## src/rtl/zion_clr_en_valid_pipe.sv

```systemverilog
// zion_clr_en_valid_pipe: multi-stage valid/ready pipeline with bubble collapse, freeze and flush
module zion_clr_en_valid_pipe #(
  parameter int WIDTH = 8,
  parameter int DEPTH = 3,
  parameter logic [WIDTH-1:0] INI_DATA = '0
) (
  input  logic                       clk,
  input  logic                       rst,
  input  logic                       iEn,
  input  logic                       iClr,
  input  logic                       iVld,
  output logic                       oRdy,
  input  logic [WIDTH-1:0]           iDat,
  output logic                       oVld,
  input  logic                       iRdy,
  output logic [WIDTH-1:0]           oDat,
  output logic [$clog2(DEPTH+1)-1:0] oCnt
);
  localparam int CW = $clog2(DEPTH+1);
  logic [DEPTH-1:0] vld_q, src_v;
  logic [WIDTH-1:0] dat_q [DEPTH];
  logic [WIDTH-1:0] src_d [DEPTH];
  logic [DEPTH:0]   adv;
  logic [CW-1:0]    cnt_q, cnt_d;
  logic             acc, xfer;
  // a stage advances when it is empty or the stage ahead advances
  always_comb begin
    adv[DEPTH] = iRdy;
    for (int i = DEPTH - 1; i >= 0; i--) adv[i] = iEn & ~iClr & (~vld_q[i] | adv[i+1]);
    src_v[0] = iVld;
    src_d[0] = iDat;
    for (int i = 1; i < DEPTH; i++) begin
      src_v[i] = vld_q[i-1];
      src_d[i] = dat_q[i-1];
    end
  end
  assign oRdy  = adv[0];
  assign oVld  = vld_q[DEPTH-1] & iEn & ~iClr;
  assign oDat  = dat_q[DEPTH-1];
  assign oCnt  = cnt_q;
  assign acc   = iVld & adv[0];
  assign xfer  = oVld & iRdy;
  assign cnt_d = cnt_q + CW'(acc) - CW'(xfer);
  always_ff @(posedge clk)
    if (rst || iClr) begin
      vld_q <= '0;
      for (int i = 0; i < DEPTH; i++) dat_q[i] <= INI_DATA;
      cnt_q <= '0;
    end else begin
      for (int i = 0; i < DEPTH; i++)
        if (adv[i]) begin
          vld_q[i] <= src_v[i];
          if (src_v[i]) dat_q[i] <= src_d[i];
        end
      cnt_q <= cnt_d;
    end
  if (DEPTH < 1 || WIDTH < 1) begin : g_bad_param
`ifdef CHECK_ERR_EXIT
    $fatal(1, "zion_clr_en_valid_pipe: DEPTH and WIDTH must be >= 1");
`else
    $error("zion_clr_en_valid_pipe: DEPTH and WIDTH must be >= 1");
`endif
  end
endmodule

```

## config.mk

```make
export PLATFORM = sky130hd
export DESIGN_NAME = zion_clr_en_valid_pipe
export DESIGN_NICKNAME = d
export VERILOG_FILES = /design/src/rtl/zion_clr_en_valid_pipe.sv
export SDC_FILE = /design/constraint.sdc
export NUM_CORES = 1
export LEC_CHECK = 0
export ABC_AREA = 1
export BUFFER_PORTS_ARGS = -buffer_cell sky130_fd_sc_hd__buf_2
export CAP_MARGIN = 40
export CORE_MARGIN = 2
export CORE_UTILIZATION = 54
export CTS_CLUSTER_DIAMETER = 120
export CTS_CLUSTER_SIZE = 10
export DETAILED_ROUTE_END_ITERATION = 6
export GPL_ROUTABILITY_DRIVEN = 0
export HOLD_SLACK_MARGIN = 0.03
export PLACE_DENSITY_LB_ADDON = 0.08
export SYNTH_ARGS = -nofsm -noshare
export SYNTH_HDL_FRONTEND = slang
export SYNTH_SLANG_ARGS = --single-unit
export TNS_END_PERCENT = 50
```

## constraint.sdc

```tcl
create_clock -name clk -period 2.2 [get_ports clk]
set_input_delay 0.11 -clock clk [delete_from_list [all_inputs] [get_ports clk]]
set_output_delay 0.11 -clock clk [all_outputs]
set_load 0.01 [all_outputs]
```

After elaboration in Yosys (flattened, before gate mapping)

Memories as Yosys holds them, arrays and structs flattened.
Cells that the tools add are included.

Reduce and logical (&&, ||, !) cells: 1
Add/sub/neg operators: 2
Bitwise gates (word level): 18
Multiplexer cells: 17

Operators by type and width:

| kind             | number |
|---|---|
| $mux 8           | 3 |
| $mux 1           | 14 |
| $and 1x1->1      | 8 |
| $or 1x1->1       | 6 |
| $not 1->1        | 4 |
| $add 2x1->2      | 1 |
| $sub 2x1->2      | 1 |
| $logic_or 1x1->1 | 1 |

Memories kept: 1
Bits in writable memories: 24
Bits in registers: 5
Output and inout port bits: 12
Logic and storage cells: 43
Input port bits: 14

Memories:

| name  | depth | width | read ports | clocked after memory_dff | wr ports | line | text |
|---|---|---|---|---|---|---|---|
| dat_q | 3     | 8     | 3          | 0                        | 3        | 21   | `logic [WIDTH-1:0] dat_q [DEPTH];` |

Depth between registers and ports, before layout

Gate-level depths: netlist of run 1.

Depth after elaboration: 11
Depth in mapped cells: 10
Gate-level depth less buffers: 10

Worst setup path after synthesis of run 1

No wires, ideal clock.

Path type: flip-flop to flip-flop
Start point: reg vld_q[2]
End point: reg cnt_q[1], in the netlist oCnt[1]
Data required time: 2.079 ns
Clock period less this slack: 1.653 ns
Path buffers: 0
Arrival: 1.533 ns
Setup slack: 0.547 ns
Library setup time: 0.121 ns
Stages on the path, launching flop included: 11
Cell sequence: dfxtp_1 -> inv_2 -> nor2_4 -> a31oi_2 -> nand2_2 -> ha_1 -> inv_1 -> ha_1 -> xnor2_1 -> o21ai_0 -> a21oi_1

Word-level cells in the longest chain between the ends: 10
Elaborated cells on any way between the ends: 13
Classes of those cells: 2 x add/sub; 11 x bitwise

RTL lines:

| item                              | line | text |
|---|---|---|
| from (decl)                       | 20   | `logic [DEPTH-1:0] vld_q, src_v;` |
| from (signal, indexed assignment) | 52   | `vld_q[i] <= src_v[i];` |
| $not 1->1                         | 29   | `for (int i = DEPTH - 1; i >= 0; i--) adv[i] = iEn & ~iClr & (~vld_q[i] \| adv[i+1]);` |
| $or 1x1->1                        | 29   |  |
| $and 1x1->1                       | 29   |  |
| $or 1x1->1                        | 29   |  |
| $and 1x1->1                       | 29   |  |
| $or 1x1->1                        | 29   |  |
| $and 1x1->1                       | 29   |  |
| net oRdy                          | 12   | `output logic oRdy,` |
| $and 1x1->1                       | 41   | `assign acc = iVld & adv[0];` |
| $add 2x1->2                       | 43   | `assign cnt_d = cnt_q + CW'(acc) - CW'(xfer);` |
| $sub 2x1->2                       | 43   |  |
| to (signal assigned)              | 55   | `cnt_q <= cnt_d;` |
| to (decl)                         | 24   | `logic [CW-1:0] cnt_q, cnt_d;` |

The timed path passes the listed nets, and every way through them passes these cells.
A chain may end at the register's enable or synchronous reset.

Worst setup path after layout of run 1

Start point: reg vld_q[2]
End point: reg cnt_q[1], in the netlist oCnt[1]

Word-level cells in the longest chain between the ends: 10
Elaborated cells on any way between the ends: 13
Classes of those cells: 2 x add/sub; 11 x bitwise

RTL lines:

| item          | line |
|---|---|
| $not 1->1     | 29 |
| $or 1x1->1    | 29 |
| $and 1x1->1   | 29 |
| $or 1x1->1    | 29 |
| $and 1x1->1   | 29 |
| $or 1x1->1    | 29 |
| $and 1x1->1   | 29 |
| $and 1x1->1   | 41 |
| $add 2x1->2   | 43 |
| $sub 2x1->2 * | 43 |

Mark *: on every way between the ends. The rest lies on a longest branch, timed or not.

==> run summary, run 1 <==
Relative to the synthesized area, the layout overhead comes to 9.145%. The logs give 0 for the residual overflow from global routing and 1.304 mm for the post-DP HPWL. At the placement stage, the worst setup path has a slack of 526.8 ps. The maximum fanout along the worst path works out to 4. The cell internal power dissipation was 0.7990 mW; the number of register bits inferred by synthesis was 29. Setup slack on the worst flop-to-flop path: 480 ps. The logs give 63.34% for the final core area utilization and 0.7064 nW for the cell leakage power. Based on the critical path, the design can be clocked at up to 582.1 MHz. Clock tree synthesis inserted a total of 5 buffers. The largest single stage delay on the critical path is 330 ps.

Broken down by cell family, the worst path's largest delay share belongs to adder cells. The area occupied by registers was 820.8 sq um; the number of buffers between clock root and the deepest sink was 2. Root buffer selected by CTS: clkbuf_4. The die is 56.07 um wide. After detailed routing, the average wire length per cell comes to 9.107 um. The start point of the critical path was vld_q[2]. The startpoint identified for the worst hold timing path is iDat[1].

The number of hold buffers added after CTS was 0. The final max-slew violation count is 0, and the chip height is 56.07 um. The number of vias per cell after detailed routing came out at 4.353.

Ranked by total cell area, the synthesized netlist is headed by edfxtp_1, nor2_4, inv_1, dfxtp_1, nor2_2. Setup repair after global routing left no endpoint under its margin. The number of different library cells used by synthesis comes to 20. Buffers added to address setup during post-CTS repair amount to 0. The repair_antennas step left the layout with diodes totalling 0. The worst-case IR drop observed on VDD is 0.4739 mV. Counting every sink on the clock net gives 29. Before antenna repair, the detailed router went through 4 iterations.

The via count of the first global-routing pass was 683; the total number of yosys warnings was 0. Dividing total power by cell area gives a power density of 641.3 mW/mm^2. For the insertion delay to the later sink of the worst-skew pair, the log shows 320 ps.

The count of buffers added on input and output ports is 25. Overall routed net length: 1.703 mm. For the area occupied by multi-input gates, the log shows 400.4 sq um. TritonCTS built the clock tree. In this run the power spent charging and discharging nets is 0.2256 mW.

Of the post-synthesis cell area, the dominant cell type holds 49.23%. Start of the worst register-to-register path: vld_q[2]. For this design, the slowest cell found on the critical path is dfxtp_1.

Setup slack closes at 482.1 ps. In this run, post-CTS repair resized a total of 0 instances. The library cells used most frequently in the layout, excluding fill and tap cells, are inv_1, buf_2, edfxtp_1.

For the share of total power in the clock network, the log shows 31.9%. The fraction of layout instances using a drive strength above 1 was 41.40%; the effective utilization at floorplan was 58.04%. The biggest area contributor in the post-synthesis netlist is edfxtp_1. The die covers 0.003143 sq mm. Across every metal layer, demand over resource in global routing totals 12.24%.

The count of nets left with antenna violations once routing finished came out at 0. Counting stages on the worst path, the most repeated cell is ha_1. In the final design database the tool counted 172 nets. The tightest min-delay check is of the primary input to flop type. The logs give 1.025 mW for the final total power and 814 for the via count of the routed design. STA classifies the critical path startpoint as a flop. The clock period could shrink to 1718 ps. The flow ran to the end, and the final reports show no timing, DRC or antenna violations.

The cell count after synthesis came out at 132. The share of total power in combinational logic is 7.6%, and the part of the cycle the worst path needs is 78.09%. The post-placement cell area is 0.001539 sq mm.

Data on the critical path arrives at its endpoint at 1970 ps. The initial DRC count is 6. The run gives 0 ps as the total negative slack.

The critical path is of the flop to flop type. The critical path goes through inv_2 > nor2_4 > a31oi_2 > nand2_2 > ha_1 > inv_1 > ha_1 > xnor2_1 > o21ai_0 > a21oi_1. Of the total power, registers draw 60.5%. Endpoint of the worst register-to-register path: oCnt[1]. 26 I/O pins were placed.

The tools report the sink of the worst hold path as dat_q[0][1]. The first global-routing pass estimated 2.863 mm of wire. Clock-pin slew was measured on the worst setup and hold paths at 90 ps. Net switching is 22.02% of the power. The floorplan has 18 rows. For the standard cell core area, the log shows 0.002522 sq mm.

For the filler cell count, the log shows 209. The H-tree generated during clock tree synthesis spans 2 levels. The fraction of the yosys area taken by sequential cells was 56.07%.

With fillers left out, the area of the finished cells amounts to 0.001598 sq mm. Counting cells, the worst reg-to-reg path comes to 10. On the final layout, the worst clock skew is 8.969 ps. Headroom to the max-slew limit came out at 65.51%. Counting instances, the worst hold path has a depth of 3.

Leaving out fill and tap cells, the most frequent cell in the layout is inv_1. The mean area per synthesized cell was 11.09 sq um; the number of antenna violations at the first check in global routing was 0. Max-cap violations in this run came to 0. Entering global routing, the biggest net connects 25 pins. In this run the cell area of the synthesized design comes to 0.001464 sq mm. For the pin with the worst max-slew slack, the measured transition is 516.8 ps.

Setup violations remaining at the end of the flow were counted as 0. Together, buffers and inverters on the worst path number 2. When the netlist entered floorplanning its net count stood at 148.

STA classifies the critical path endpoint as a flop. The remaining design rule violation count was 0; the number of hold violations in the final report was 0. At the worst endpoint, the required time is 2450 ps.
per-stage QoR:
step	std cells	hold WS [ps]
2_1_floorplan	132	318.0
3_3_place_gp	178	405.7
3_5_place_dp	179	415.6
4_1_cts	187	69.71
5_1_grt	187	80.44
6_report	187	85.49
per-layer routing:
metal	GRT usage, %	part of all wire (%)
met2	20.50	49
met5	0	0
met4	6.122	1.7
met1	12.29	43
met3	6.512	6.7
cell type report:
cell class | instances | area share [%]
multi-input cells | 55 | 25.06
well taps | 30 | 2.349
clock buffers | 8 | 3.681
repair buffers | 27 | 8.614
inverters | 38 | 8.927
flip-flops and latches | 29 | 51.37
state kept, by name, indices dropped and copies added, names as in the netlist:
signal	cells
vld_q	3
dat_q	24
oCnt	2
kinds of logic after synthesis:
family | synth area share [%]
buffers and inverters | 16.58
and+or+nand+nor | 21.88
DFF | 56.07
AOI/OAI and AO/OA | 3.162
adders and majority gates | 1.709
xor gates and xnor gates | 0.5984
synthesized netlist by cell type:
master / n
o21ai_0: 3
xnor2_1: 1
dfxtp_1: 5
nor2_4: 14
edfxtp_1: 24
nand2_2: 2
clkinv_1: 1
nand2_1: 7
nand2_4: 2
buf_12: 2
inv_2: 2
nor2_2: 10
ha_1: 2
a21oi_1: 2
o21ai_2: 1
buf_4: 8
a31oi_2: 1
nor3_1: 1
inv_1: 35
nor2_1: 9
power by group through the flow:
stage          logic [mW]  registers (mW)  clock network, mW
2_1_floorplan      0.0610           0.632                  0
3_5_place_dp       0.0785           0.633                  0
5_1_grt            0.0858           0.622              0.363
6_report           0.0775           0.620              0.327
4_1_cts            0.0787           0.620              0.340
3_3_place_gp       0.0752           0.632                  0
worst max-delay path by stage:
| stage | slack [ps] | end | cells past startpoint |
|---|---|---|---|
| final | 480 | oCnt[1] | 10 |
| after global routing | 410 | oCnt[1] | 10 |
| after CTS | 490 | oCnt[1] | 10 |
| after detailed placement | 530 | oCnt[1] | 10 |
| after global placement | 560 | oCnt[1] | 10 |
| after floorplan | 550 | oCnt[1] | 10 |
worst min-delay path, stage by stage:
cell and delay [ps]:
buf_2 70, inv_1 30, nor2_1 80
Note: power is estimated with default switching activity, not from simulation.
==> inputs of run 2 (changes only) <==
Settings changed: ABC_AREA 1 to 0, CORE_UTILIZATION 54 to 53.
Clock period 2.2 ns to 1.6 ns, I/O delays scaled along.
==> run 2 against run 1 <==
  * Die area shrank 8.1%
  * Routed wire length is 14% higher
  * Utilization up 0.26 points
  * Synthesized cell count decreased by 7.6%
  * First-iteration DRC count is 17% higher
  * Critical path depth fell by 2
  * Final area fell by 4.1%
  * Count of clock-buffer cells in the layout fell by 2
  * Critical endpoint unchanged
==> run summary, run 2 <==
The flow ran to the end, and the final reports show no timing, DRC or antenna violations. The tools report the cell count after placement as 168 (-6.1%). For the total number of placement rows, the log shows 18 (unchanged). The dominant combinational cell family by area after synthesis was simple AND/OR/NAND/NOR gates. TritonCTS built the clock tree. Relative to the synthesized area, the layout overhead comes to 16.89%. The fraction of layout instances using a drive strength above 1 came out at 31.54% (-9.9 points). The tools report the number of buffers added by the clock tree synthesis step as 5 (unchanged). The final core area utilization is 63.60% (+0.26 points), and the number of buffers between clock root and the deepest sink is 2 (unchanged). The fraction of the yosys area taken by sequential cells was 62.60% (+6.5 points). The number of vias per cell after detailed routing works out to 4.832 (+11%). Final critical-path required period: 1579 ps (-138.6 ps). The number of sinks on the clock net came out at 29 (unchanged). The tools report the remaining design rule violation count as 0 (unchanged).

The run gives 0 (unchanged) as the number of hold violations in the final report. The per-cell routed wire length is 10.84 um (+19%). The most numerous cell in the Yosys netlist is nand2_1.

The critical path is of the flop to flop type. Basic-gate share of the synthesized area counting and, or, nand and nor cells: 22.14% (+0.26 points). The remaining max-slew budget at the tightest pin is 70.52% (+5.0 points). The setup skew after layout came out at 12.97 ps (+4.001 ps). The run gives 761 (+11%) as the via count of the first global-routing pass.

The cell leakage power is 0.6304 nW (-11%). The tools report the effective utilization at floorplan as 54.41% (-3.6 points). Maximum fanout along the worst path: 5 (+1). The floorplan die area is 0.002888 sq mm (-8.1%), and the final max-slew violation count is 0 (unchanged).

The largest stage delay on the critical path is 370 ps (+40 ps), and the gate count of the mapped netlist is 122 (-7.6%). The mean area per synthesized cell was 10.75 sq um (-3.1%). The wire length of the first global-routing pass is 3.229 mm (+13%).

The run gives 26 (+30%) as the unique cell type count in the Yosys netlist. The net count of the finished layout is 164 (-4.7%). The run gives 0 (unchanged) as the residual overflow from global routing. The compound-gate portion of the synthesized area was 4.580% (+1.4 points); the data arrival time at the worst-slack endpoint was 1790 ps (-180 ps).

The logs give 16.67% (+4.4 points) for the overall routing resource usage and 26 (unchanged) for the number of top-level pins. The commonest cells after synthesis are nand2_1, nor2_1, edfxtp_1. The number of flip-flops under the largest register name is 24 (unchanged). The total of buffers placed on input and output ports came out at 25 (unchanged). The post-synthesis adder-cell area fraction is 1.908% (+0.20 points), and the filler cell count is 198 (-5.3%).

The chip height came out at 53.74 um (-4.1%). The fraction of registers with async set/reset came out at 0% (unchanged). The tools report the largest net degree at the start of global routing as 25 (unchanged). The total standard cell area after synthesis was 0.001311 sq mm (-10%). The worst-case vdd ir drop is 1.078 mV (+130%). The xor/xnor cell area share of the yosys netlist was 1.336% (+0.74 points). The total number of yosys warnings is 0 (unchanged), and the number of antenna violations at the first check in global routing is 0 (unchanged). Clock tree synthesis selected as its root buffer the cell clkbuf_4.

The count of placed standard cells in the final layout, fillers left out is 179 (-4.3%), and the number of register bits inferred by synthesis is 29 (unchanged). STA classifies the critical path endpoint as a flop. Traced cell by cell, the critical path runs through nand4b_1 > nand2_1 > ha_1 > inv_1 > ha_2 > xor2_2 > xnor2_1 > nor2_1. The register clock-pin slew on the reported worst setup and hold paths is 90 ps (about the same). Leaving out fill and tap cells, the most frequent cells in the layout are nand2_1, nor2_1, buf_2. Number of maximum-capacitance violations: 0 (unchanged).

Sorting the synthesized cells by area gives the leading types as edfxtp_1, nand2_1, dfxtp_1, nor2_1, buf_4. The slowest stage of the critical path is the dfxtp_2 cell. The post-route antenna net violation count was 0 (unchanged). Most common cell after layout, fill and taps aside: nand2_1. The synthesized design spends more area on one cell type than any other, namely edfxtp_1.

The tools report the final total power as 1.520 mW (+48%). The horizontal die dimension was 53.74 um (-4.1%); the area occupied by registers was 827.0 sq um (+0.76%). The area occupied by multi-input gates is 402.9 sq um (+0.62%), and the share of the synthesized area in the top cell type is 54.96% (+5.7 points). The number of buffers inserted by hold repair at cts is 0 (unchanged), and the part of the cycle the worst path needs is 98.71% (+21 points). The run gives 0.002410 sq mm (-4.5%) as the standard cell core area. The logs give 865 (+6.3%) for the via count of the routed design and 0 (unchanged) for the number of antenna diodes. The tools report the count of endpoints failing setup in the final report as 0 (unchanged). The number of enable-type register cells in the synthesized netlist is 24 (unchanged).

The power density over the cells works out to 991.8 mW/mm^2 (+55%). For the critical path required time, the log shows 1810 ps (-640 ps). More flip-flops sit in one register than any other, and that register is dat_q. Achievable frequency: 633.2 MHz (+8.8%). The run gives 7 (+1) as the initial DRC count.

For the total number of H-tree levels, the log shows 2 (unchanged). The min-delay analysis places its worst path in the category primary input to flop. STA classifies the critical path startpoint as a flop.

The net count after synthesis came out at 138 (-6.8%). The slew at the pin closest to its max-slew limit is 441.7 ps (-75.16 ps), and the iteration count of the initial detailed-routing pass is 4 (unchanged). The mux cell area share after synthesis is 0% (unchanged). The post-DP HPWL came out at 1.315 mm (+0.89%).

Flip-flop cell with the highest count after synthesis: edfxtp_1. Setup repair after global routing could not meet its margin everywhere. The insertion delay to the later sink of the worst-skew pair was 320 ps (about the same); the overall routed net length was 1.941 mm (+14%).
==> run 2: power breakdown <==
| part | switching (mW) | internal (mW) | total (mW) |
|---|---|---|---|
| Sequential | 0.00756 | 0.843 | 0.850 |
| Combinational | 0.0601 | 0.0431 | 0.103 |
| Clock | 0.241 | 0.325 | 0.567 |
==> run 2: cell families (layout without fill, tap and decap cells) <==
group | Yosys count | count (layout)
and+or+nand+nor | 66 | 66
buffers and inverters | 14 | 41
DFF | 29 | 29
adders and majority gates | 2 | 2
AOI/OAI and AO/OA | 9 | 9
xor gates and xnor gates | 2 | 2
==> run 2: path summary, 6_finish.rpt <==
kind	start	to	slack (ps)	depth (start not counted)
setup / recovery	vld_q[1]	oCnt[1]	20	8
hold / removal	iDat[4]	dat_q[0][4]	50	3
setup reg to reg	vld_q[1]	oCnt[1]	20	8
hold reg to reg	vld_q[0]	vld_q[1]	480	2
==> run 2: through the flow <==
| stage | area (sq um) | hold slack [ps] | setup slack [ps] | setup TNS (ps) |
|---|---|---|---|---|
| 6_report | 1533 | 45.69 | 20.67 | 0 |
| 5_1_grt | 1533 | 45.88 | -61.66 | -61.66 |
| 4_1_cts | 1505 | 32.90 | 28.71 | 0 |
| 3_5_place_dp | 1419 | 377.3 | -74.72 | -74.72 |
| 3_3_place_gp | 1419 | 370.5 | 30.07 | 0 |
| 2_1_floorplan | 1311 | 287.1 | 114.0 | 0 |
==> run 2: final cells by class <==
class                           instances  area share, %
Inverter                                2         0.4898
Clock inverter                          2          2.204
Timing Repair Buffer                   31          11.92
Sequential cell                        29          53.96
Multi-Input combinational cell         79          26.29
Tap cell                               30          2.449
Clock buffer                            6          2.694
==> run 2: timing repair <==
action,in CTS,in global routing
pin swaps,1,3
gates cloned,0,0
buffers inserted,1,2
resized for setup,3,3
setup endpoints to repair,1,1
==> run 2: routing by layer <==
metal	vias to the layer above	routed length, um	share of wire, %	track usage [%]
met2	24	995	51	26.63
met4	0	53	2.7	11.11
met1	384	774	40	17.75
met5	-	0	0	0
met3	9	117	6.0	7.222
li1	448	-	-	-
==> run 2: worst max-delay path: cells and delay by family (launching register included) <==
kind | cells | cell delay [ps]
xor gates and xnor gates | 2 | 300
adders and majority gates | 2 | 410
buffers and inverters | 1 | 60
DFF | 1 | 370
and+or+nand+nor | 3 | 320
